File: src/rtl/imm_gen_pipe_if.sv
// Handshake bundle between decode (producer/consumer side) and the
// immediate generator. The generator itself uses the slave view.
interface imm_gen_pipe_if #(
  parameter int XLEN  = 32,
  parameter int TAG_W = 4
) ();

  logic             in_valid_i;
  logic             in_ready_o;
  logic [3:0]       sel_i;
  logic [31:0]      instr_i;
  logic [TAG_W-1:0] tag_i;

  logic             out_valid_o;
  logic             out_ready_i;
  logic [XLEN-1:0]  imm_o;
  logic [TAG_W-1:0] tag_o;
  logic             illegal_o;

  // Generator side: takes instructions in, offers results out.
  modport slave (
    input  in_valid_i, sel_i, instr_i, tag_i, out_ready_i,
    output in_ready_o, out_valid_o, imm_o, tag_o, illegal_o
  );

  // Environment side: supplies instructions, consumes results.
  modport master (
    output in_valid_i, sel_i, instr_i, tag_i, out_ready_i,
    input  in_ready_o, out_valid_o, imm_o, tag_o, illegal_o
  );

endinterface

File: src/rtl/imm_gen_pipe.sv
// Pipelined immediate generator: decodes the immediate of a raw
// instruction word according to a format selector and queues the result,
// its sideband tag and an illegal-selector flag in a small FIFO so decode
// can keep running while the ALU is stalled.
module imm_gen_pipe #(
  parameter int XLEN  = 32,
  parameter int DEPTH = 2,
  parameter int TAG_W = 4
) (
  input  logic                   clk,
  input  logic                   rst,
  input  logic                   flush_i,
  imm_gen_pipe_if.slave          bus,
  output logic [$clog2(DEPTH):0] count_o,
  output logic [15:0]            err_cnt_o
);

  localparam int PTR_W = $clog2(DEPTH);
  localparam int CNT_W = PTR_W + 1;
  localparam logic [CNT_W-1:0] DEPTH_C = CNT_W'(DEPTH);

  logic             sign;
  logic [31:0]      imm32;
  logic             illegal;
  logic [XLEN-1:0]  immExt;
  logic             unusedInstrBits;

  logic [PTR_W-1:0] wrPtr_q, wrPtr_d;
  logic [PTR_W-1:0] rdPtr_q, rdPtr_d;
  logic [CNT_W-1:0] count_q, count_d;
  logic [15:0]      errCnt_q, errCnt_d;

  logic [XLEN-1:0]  immMem_q [DEPTH];
  logic [TAG_W-1:0] tagMem_q [DEPTH];
  logic [DEPTH-1:0] illMem_q;

  logic             push;
  logic             pop;

  assign sign = bus.instr_i[31];

  // The opcode field never contributes to an immediate.
  assign unusedInstrBits = ^bus.instr_i[6:0];

  // Assemble every format as a 32-bit value; zero-extended formats keep bit 31 clear.
  always_comb begin
    imm32   = '0;
    illegal = 1'b0;
    case (bus.sel_i)
      4'd0: imm32 = '0;
      4'd1, 4'd2, 4'd5:
        imm32 = {{20{sign}}, bus.instr_i[31:20]};
      4'd3:
        imm32 = {{20{sign}}, bus.instr_i[31:25], bus.instr_i[11:7]};
      4'd4:
        imm32 = {{19{sign}}, bus.instr_i[31], bus.instr_i[7],
                 bus.instr_i[30:25], bus.instr_i[11:8], 1'b0};
      4'd6:
        imm32 = {{11{sign}}, bus.instr_i[31], bus.instr_i[19:12],
                 bus.instr_i[20], bus.instr_i[30:21], 1'b0};
      4'd7:
        imm32 = {bus.instr_i[31:12], 12'b0};
      4'd8: begin
        if (XLEN == 64) imm32 = {26'b0, bus.instr_i[25:20]};
        else            imm32 = {27'b0, bus.instr_i[24:20]};
      end
      4'd9:
        imm32 = {27'b0, bus.instr_i[19:15]};
      default: begin
        imm32   = '0;
        illegal = 1'b1;
      end
    endcase
  end

  // Widen to XLEN; only the 64-bit build needs the upper sign fill.
  generate
    if (XLEN == 64) begin : gWide
      assign immExt = {{32{imm32[31]}}, imm32};
    end else begin : gNarrow
      assign immExt = imm32;
    end
  endgenerate

  // Ready depends only on registered occupancy and flush, never on the consumer.
  assign bus.in_ready_o  = (count_q < DEPTH_C) & ~flush_i;
  assign bus.out_valid_o = (count_q != '0);
  assign push            = bus.in_valid_i & bus.in_ready_o;
  assign pop             = bus.out_valid_o & bus.out_ready_i & ~flush_i;

  assign bus.imm_o     = immMem_q[rdPtr_q];
  assign bus.tag_o     = tagMem_q[rdPtr_q];
  assign bus.illegal_o = illMem_q[rdPtr_q];
  assign count_o       = count_q;
  assign err_cnt_o     = errCnt_q;

  // Next pointers, occupancy and error count; flush empties the queue but keeps the error count.
  always_comb begin
    wrPtr_d  = wrPtr_q;
    rdPtr_d  = rdPtr_q;
    count_d  = count_q;
    errCnt_d = errCnt_q;
    if (flush_i) begin
      rdPtr_d = wrPtr_q;
      count_d = '0;
    end else begin
      if (push) wrPtr_d = wrPtr_q + PTR_W'(1);
      if (pop)  rdPtr_d = rdPtr_q + PTR_W'(1);
      if (push && !pop)      count_d = count_q + CNT_W'(1);
      else if (pop && !push) count_d = count_q - CNT_W'(1);
    end
    if (push && illegal && (errCnt_q != 16'hFFFF)) errCnt_d = errCnt_q + 16'd1;
  end

  // Control registers with synchronous active-low reset.
  always_ff @(posedge clk) begin
    if (!rst) begin
      wrPtr_q  <= '0;
      rdPtr_q  <= '0;
      count_q  <= '0;
      errCnt_q <= '0;
    end else begin
      wrPtr_q  <= wrPtr_d;
      rdPtr_q  <= rdPtr_d;
      count_q  <= count_d;
      errCnt_q <= errCnt_d;
    end
  end

  // Result storage; cleared on reset so the head reads zero afterwards.
  always_ff @(posedge clk) begin
    if (!rst) begin
      for (int i = 0; i < DEPTH; i++) begin
        immMem_q[i] <= '0;
        tagMem_q[i] <= '0;
      end
      illMem_q <= '0;
    end else if (push) begin
      immMem_q[wrPtr_q] <= immExt;
      tagMem_q[wrPtr_q] <= bus.tag_i;
      illMem_q[wrPtr_q] <= illegal;
    end
  end

endmodule

File: src/flat_wrapper.sv
// flat-port wrapper written by rule: the top's interface ports become plain ports
module imm_gen_pipe_flat 
#(
  parameter int XLEN  = 32,
  parameter int DEPTH = 2,
  parameter int TAG_W = 4
)
  (clk, rst, flush_i, count_o, err_cnt_o, bus_in_valid_i, bus_sel_i, bus_instr_i, bus_tag_i, bus_out_ready_i, bus_in_ready_o, bus_out_valid_o, bus_imm_o, bus_tag_o, bus_illegal_o);
  imm_gen_pipe_if #(.XLEN(XLEN), .TAG_W(TAG_W)) bus_i ();
  input  logic clk;
  input  logic rst;
  input  logic flush_i;
  output logic [$clog2(DEPTH):0] count_o;
  output logic [15:0] err_cnt_o;
  input wire logic [$bits(bus_i.in_valid_i)-1:0] bus_in_valid_i;
  input wire logic [$bits(bus_i.sel_i)-1:0] bus_sel_i;
  input wire logic [$bits(bus_i.instr_i)-1:0] bus_instr_i;
  input wire logic [$bits(bus_i.tag_i)-1:0] bus_tag_i;
  input wire logic [$bits(bus_i.out_ready_i)-1:0] bus_out_ready_i;
  output wire logic [$bits(bus_i.in_ready_o)-1:0] bus_in_ready_o;
  output wire logic [$bits(bus_i.out_valid_o)-1:0] bus_out_valid_o;
  output wire logic [$bits(bus_i.imm_o)-1:0] bus_imm_o;
  output wire logic [$bits(bus_i.tag_o)-1:0] bus_tag_o;
  output wire logic [$bits(bus_i.illegal_o)-1:0] bus_illegal_o;
  assign bus_i.in_valid_i = bus_in_valid_i;
  assign bus_i.sel_i = bus_sel_i;
  assign bus_i.instr_i = bus_instr_i;
  assign bus_i.tag_i = bus_tag_i;
  assign bus_i.out_ready_i = bus_out_ready_i;
  assign bus_in_ready_o = bus_i.in_ready_o;
  assign bus_out_valid_o = bus_i.out_valid_o;
  assign bus_imm_o = bus_i.imm_o;
  assign bus_tag_o = bus_i.tag_o;
  assign bus_illegal_o = bus_i.illegal_o;
  imm_gen_pipe #(.XLEN(XLEN), .DEPTH(DEPTH), .TAG_W(TAG_W)) u_core (.clk(clk), .rst(rst), .flush_i(flush_i), .bus(bus_i), .count_o(count_o), .err_cnt_o(err_cnt_o));
endmodule
File: config.mk
export PLATFORM = sky130hd
export DESIGN_NAME = imm_gen_pipe_flat
export DESIGN_NICKNAME = d
export VERILOG_FILES = /design/src/rtl/imm_gen_pipe_if.sv /design/src/rtl/imm_gen_pipe.sv /design/src/flat_wrapper.sv
export SDC_FILE = /design/constraint.sdc
export NUM_CORES = 1
export LEC_CHECK = 0
export ABC_AREA = 1
export CORE_MARGIN = 1.5
export CORE_UTILIZATION = 40
export DETAILED_ROUTE_END_ITERATION = 8
export GPL_TIMING_DRIVEN = 1
export PLACE_DENSITY_LB_ADDON = 0.1
export SYNTH_ARGS = -nofsm -noshare
export SYNTH_HDL_FRONTEND = slang
export SYNTH_SLANG_ARGS = --single-unit
export TNS_END_PERCENT = 50
File: constraint.sdc
create_clock -name clk -period 4 [get_ports clk]
set_input_delay 1.2 -clock clk [delete_from_list [all_inputs] [get_ports clk]]
set_output_delay 1.2 -clock clk [all_outputs]
set_load 0.01 [all_outputs]
==> impl_metrics.toml, run 1 <==
[logic_synthesis]
synthFlopType = "edfxtp_1"
seq_area_frac_synth_pct = 54.7
async_reset_ff_share_pct = 0
yosys_warnings = 0
syn_area_per_cell_um2 = 8.95
syn-num-nets = 583
synth.area.top_cells = "edfxtp_1 (45%), nand2_1 (13%), dfxtp_1 (9.6%), mux2_2 (8.5%), inv_1 (5.9%)"
synth_top_area_share_pct = 45.1
yosys.area.top_type = "edfxtp_1"
synth_area_um2 = 4790
synth.most_common_cell = "nand2_1"
synth_common_cells = "nand2_1 (164), inv_1 (75), edfxtp_1 (72)"
synth_edf_count = 72
synth-seq-cells = 95
synthCells = 536
synthDistinctLibCells = 30

[sta]
setup_viol = 0
slew_violations = 0
period_minus_slack_ns = 3.55
tns_ns = 0
tightestPinTransition_ns = 0.785
timing.hold.ws_ns = 0.470
hold_violations = 0
finalCritPeriodShare_pct = 88.6
slew_headroom_pct = 47.5
fin_skew_ns = 0.00561
layout_setup_ws_ns = 0.454
fmax_mhz = 282
rsz0062_at_grt = "no"

[clock_network]
numCtsBuffers = 9
cts_setup_buffers = 0
hold_buffers = 0
clk_pin_slew_worst_paths_ns = 0.06
cts_num_sinks = 95
clockRootBuffer = "clkbuf_16"
cts_resized = 0
cts_tree = "built"
htree_num_levels = 3
ctsLongestPathBuffers = 2
insertion_delay_ns = 0.34

[drt]
drc_errors = 8
wl_per_cell_um = 14.5
ant_nets = 0
drt_iter0_markers = 231
totalWireLength_um = 11200
via_count = 3790
viasPerCell = 4.88
first_pass_iters = 6

[placement]
globalplace.congestion = 0.829
place_ws_ns = 0.459
dpl.hpwl_um = 7730
place_area_um2 = 5880
io_buffers = 94

[setup_path]
regToRegStartpoint = "u_core.count_o[1]"
crit_fanout = 4
end_kind = "primary output"
crit_required_ns = 2.80
cp.arrival_ns = 2.35
worst_path_largest_cell_delay_ns = 0.54
reg2reg_to = "u_core.tagMem_q[1][0]"
critPathKind = "in -> out"
crit_chain = "clkdlybuf4s50_1 > nor2_4 > clkdlybuf4s50_1"
cpMostUsedCell = "clkdlybuf4s50_1"
start_kind = "input pin"
r2r_cells = 6
r2r_slack_ns = 2.06
crit_path_top_delay_cell = "clkdlybuf4s50_1"

[final_layout]
layout-drive-gt1-share_pct = 10.6
final_area_um2 = 6160
fill_cells = 1088
antenna_cells = 0
fin_nets = 677
area_growth_pct = 28.5

[pwr]
p_int_mw = 1.73
p_seq_share_pct = 50.2
p_per_area_nw_per_um2 = 363
switching_share_pct = 22.8
total_power_mw = 2.24
power_frac_comb_pct = 12.9
p_switching_uw = 509
p_clk_share_pct = 36.9
leakage_nw = 2.68
worst_ir_drop_vdd_uv = 261

[die]
die_w_um = 112
die-height_um = 112
coreArea_um2 = 11600
dieArea_um2 = 12700
start_util_pct = 41.5
ioPinCount = 102
num_rows = 39

[grt]
antenna_found_initial = 0
track_usage_pct = 18.4
grt_pass1_vias = 3678
grt_max_degree = 37
grt_pass1_wl_um = 18100
grt_remaining_overflow = 0

[run_status]
outcome = "complete, but fails checks"
violations = "DRC"

[hold_path]
hold_depth = 2
min_from = "u_core.illMem_q[1]"
hold_path_class = "reg -> reg"
hold_end = "u_core.illMem_q[1]"

[flow_run]
drv_cap = 0
## worst max path at each step
stage,slack (ns),start,cells past startpoint,end
finish,0.45,flush_i,3,bus_in_ready_o
global route,0.40,flush_i,3,bus_in_ready_o
CTS,0.45,flush_i,3,bus_in_ready_o
detailed placement,0.46,flush_i,3,bus_in_ready_o
global placement,0.45,flush_i,3,bus_in_ready_o
floorplan,1.12,flush_i,5,u_core.immMem_q[1][0]
## cells by family after synthesis
logic type	share of synthesized area, %
fa+ha+maj	0.522
xor+xnor	1.28
compound gates	4.51
mux	8.46
buf+inv	8.06
simple gates	22.5
flops	54.7
## layer usage
metal	routed length [um]	part of all wire, %	track usage (%)	vias up
li1	-	-	-	1922
met1	5220	46	24.1	1770
met2	5310	47	30.6	86
met3	531	4.7	3.67	12
met4	164	1.5	6.84	0
met5	0	0	0	-
## metrics by stage
| step | cells | utilization, % |
|---|---|---|
| floorplan | 536 | - |
| global placement | 762 | 50.9 |
| detailed placement | 762 | 50.9 |
| CTS | 777 | 53.3 |
| global route | 777 | 53.3 |
| finish | 777 | 53.3 |
## critical path: cells and delay by family
kind	cells	cell delay [ns]
buffers and inverters	2	1.03
and+or+nand+nor	1	0.12
## area by class of cell
class	count	area (um2)	share of cell area [%]
clock buffers	11	233	3.78
clock inverters	4	47.5	0.771
inverters	77	289	4.69
multi-input cells	348	1790	29.0
flip-flops and latches	95	2620	42.6
well taps	143	179	2.90
repair buffers	99	1000	16.3
## sequential cells by signal, indices dropped and copies added, names as in the netlist, named ones only
register,cells
u_core.illMem_q,2
u_core.tagMem_q,8
u_core.err_cnt_o,16
u_core.count_o,2
u_core.wrPtr_q,1
u_core.immMem_q,64
u_core.rdPtr_q,1
## power groups by stage
stage / Sequential [mW] / Combinational [mW] / Clock, mW
final: 1.12 / 0.289 / 0.825
after global routing: 1.13 / 0.314 / 0.878
after CTS: 1.12 / 0.293 / 0.838
after detailed placement: 1.15 / 0.291 / 0
after global placement: 1.14 / 0.289 / 0
after floorplan: 1.14 / 0.144 / 0
## placed cells by master (no fill, tap or decap), drive strengths merged, types with 2 or more instances in the layout
cell           instances
buf                    5
xnor2                  3
nor3                   2
o21ai                  9
a22oi                  3
nand2                166
clkdlybuf4s50         94
a21oi                 25
clkinvlp               2
ha                     2
dfxtp                 23
xor2                   4
nor2                  65
mux2                  36
edfxtp                72
clkbuf                11
nand3                 23
inv                   77
a31oi                  2
nand4                  6
Note: power is estimated with default switching activity, not from simulation.
==> run 2, diff against run 1 <==
Settings changed: CORE_ASPECT_RATIO set to 1.5.
==> impl_metrics.toml, run 2 (same netlist as run 1, synthesis figures left out) <==
[drt]
drc_errors = 0
first_pass_iters = 4
via_count = 3796
drt_iter0_markers = 179
viasPerCell = 4.83
totalWireLength_um = 11200
ant_nets = 0
wl_per_cell_um = 14.2

[final_layout]
area_growth_pct = 29.1
layout_commonest_cell = "nand2_1"
largest_reg_flops = 64
antenna_cells = 0
layout-drive-gt1-share_pct = 11.3
fin_nets = 678
top_register = "u_core.immMem_q"
final_cell_mix = "nand2_1 (162), clkdlybuf4s50_1 (94), inv_1 (75)"

[setup_path]
cp.arrival_ns = 2.36
r2r_cells = 7
crit_path_top_delay_cell = "clkdlybuf4s50_1"
crit_fanout = 4
startpoint = "flush_i"
regToRegStartpoint = "u_core.count_o[1]"
crit_required_ns = 2.80
cpMostUsedCell = "clkdlybuf4s50_1"
start_kind = "input pin"
worst_path_largest_cell_delay_ns = 0.54
end_kind = "primary output"
critPathKind = "in -> out"
crit_chain = "clkdlybuf4s50_1 > nor2_4 > clkdlybuf4s50_1"

[placement]
dpl.hpwl_um = 7940
globalplace.congestion = 0.821
io_buffers = 94

[die]
start_util_pct = 41.4
die-height_um = 137
die_w_um = 92.4
num_rows = 48
coreArea_um2 = 11600
ioPinCount = 102
dieArea_um2 = 12700

[clock_network]
numCtsBuffers = 9
cts_resized = 0
hold_buffers = 0
clk_pin_slew_worst_paths_ns = 0.07
cts_setup_buffers = 0
insertion_delay_ns = 0.35
cts_tree = "built"
htree_num_levels = 3
ctsLongestPathBuffers = 2
cts_num_sinks = 95
clockRootBuffer = "clkbuf_16"

[flow_run]
drv_cap = 0

[sta]
tightestPinTransition_ns = 0.760
slew_headroom_pct = 49.3
fin_skew_ns = 0.00556
hold_violations = 0
tns_ns = 0
finalCritPeriodShare_pct = 88.9
setup_viol = 0
rsz0062_at_grt = "no"
period_minus_slack_ns = 3.56
fmax_mhz = 281
slew_violations = 0

[grt]
antenna_found_initial = 0
grt_pass1_vias = 3671
grt_remaining_overflow = 0
grt_pass1_wl_um = 17600
grt_max_degree = 37
track_usage_pct = 18.3

[pwr]
total_power_mw = 2.30
leakage_nw = 2.70
p_per_area_nw_per_um2 = 371
worst_ir_drop_vdd_uv = 210

[hold_path]
min_from = "u_core.illMem_q[0]"
hold_depth = 2
hold_path_class = "reg -> reg"

[run_status]
outcome = "completed"
==> run 2: cell types whose count changed in the layout (fill, tap and decap cells not counted), moves of 2 or more <==
| cell | previous run | this run |
|---|---|---|
| clkbuf_1 | 2 | 0 |
| inv_6 | 0 | 2 |
| inv_8 | 0 | 2 |
| buf_4 | 3 | 6 |
| buf_12 | 2 | 0 |
==> run 2: through the flow <==
stage	worst slack, ns	instance area, um2	utilization, %	hold slack (ns)	cells
2_1_floorplan	1.12	4790	-	0.439	536
3_3_place_gp	0.447	5880	50.7	0.460	770
3_5_place_dp	0.431	5880	50.7	0.455	770
4_1_cts	0.430	6190	53.4	0.465	786
5_1_grt	0.414	6190	53.4	0.490	786
6_report	0.443	6190	53.4	0.460	786
==> run 2: worst paths after layout <==
path                            endpoint  slack [ns]
setup / recovery          bus_in_ready_o        0.44
hold / removal        u_core.illMem_q[0]        0.46
setup reg to reg  u_core.immMem_q[0][15]        2.10
hold reg to reg       u_core.illMem_q[0]        0.46
==> run 2: area by class of cell <==
cell class	instances	area, um2
Sequential cell	95	2620
Tap cell	150	188
Fill cell	1071	5400
Inverter	77	289
Clock inverter	7	86.3
Timing Repair Buffer	100	986
Clock buffer	9	225
Multi-Input combinational cell	348	1790
==> run 2: layer usage <==
metal	vias to the layer above	global-route usage [%]	share of wire, %
li1	1919	-	-
met1	1775	18.9	38
met2	81	34.8	54
met3	21	3.44	4.5
met4	0	8.63	2.7
met5	-	0	0
==> run 2: power by group <==
group	internal (mW)	total [mW]	switching, mW	leakage [nW]
logic	0.142	0.287	0.145	1.61
clock network	0.499	0.890	0.391	0.150
registers	1.11	1.12	0.0144	0.941
==> run 2: critical path: cells and delay by family <==
family,cells,cell delay [ns]
simple gates,1,0.12
buf+inv,2,1.04
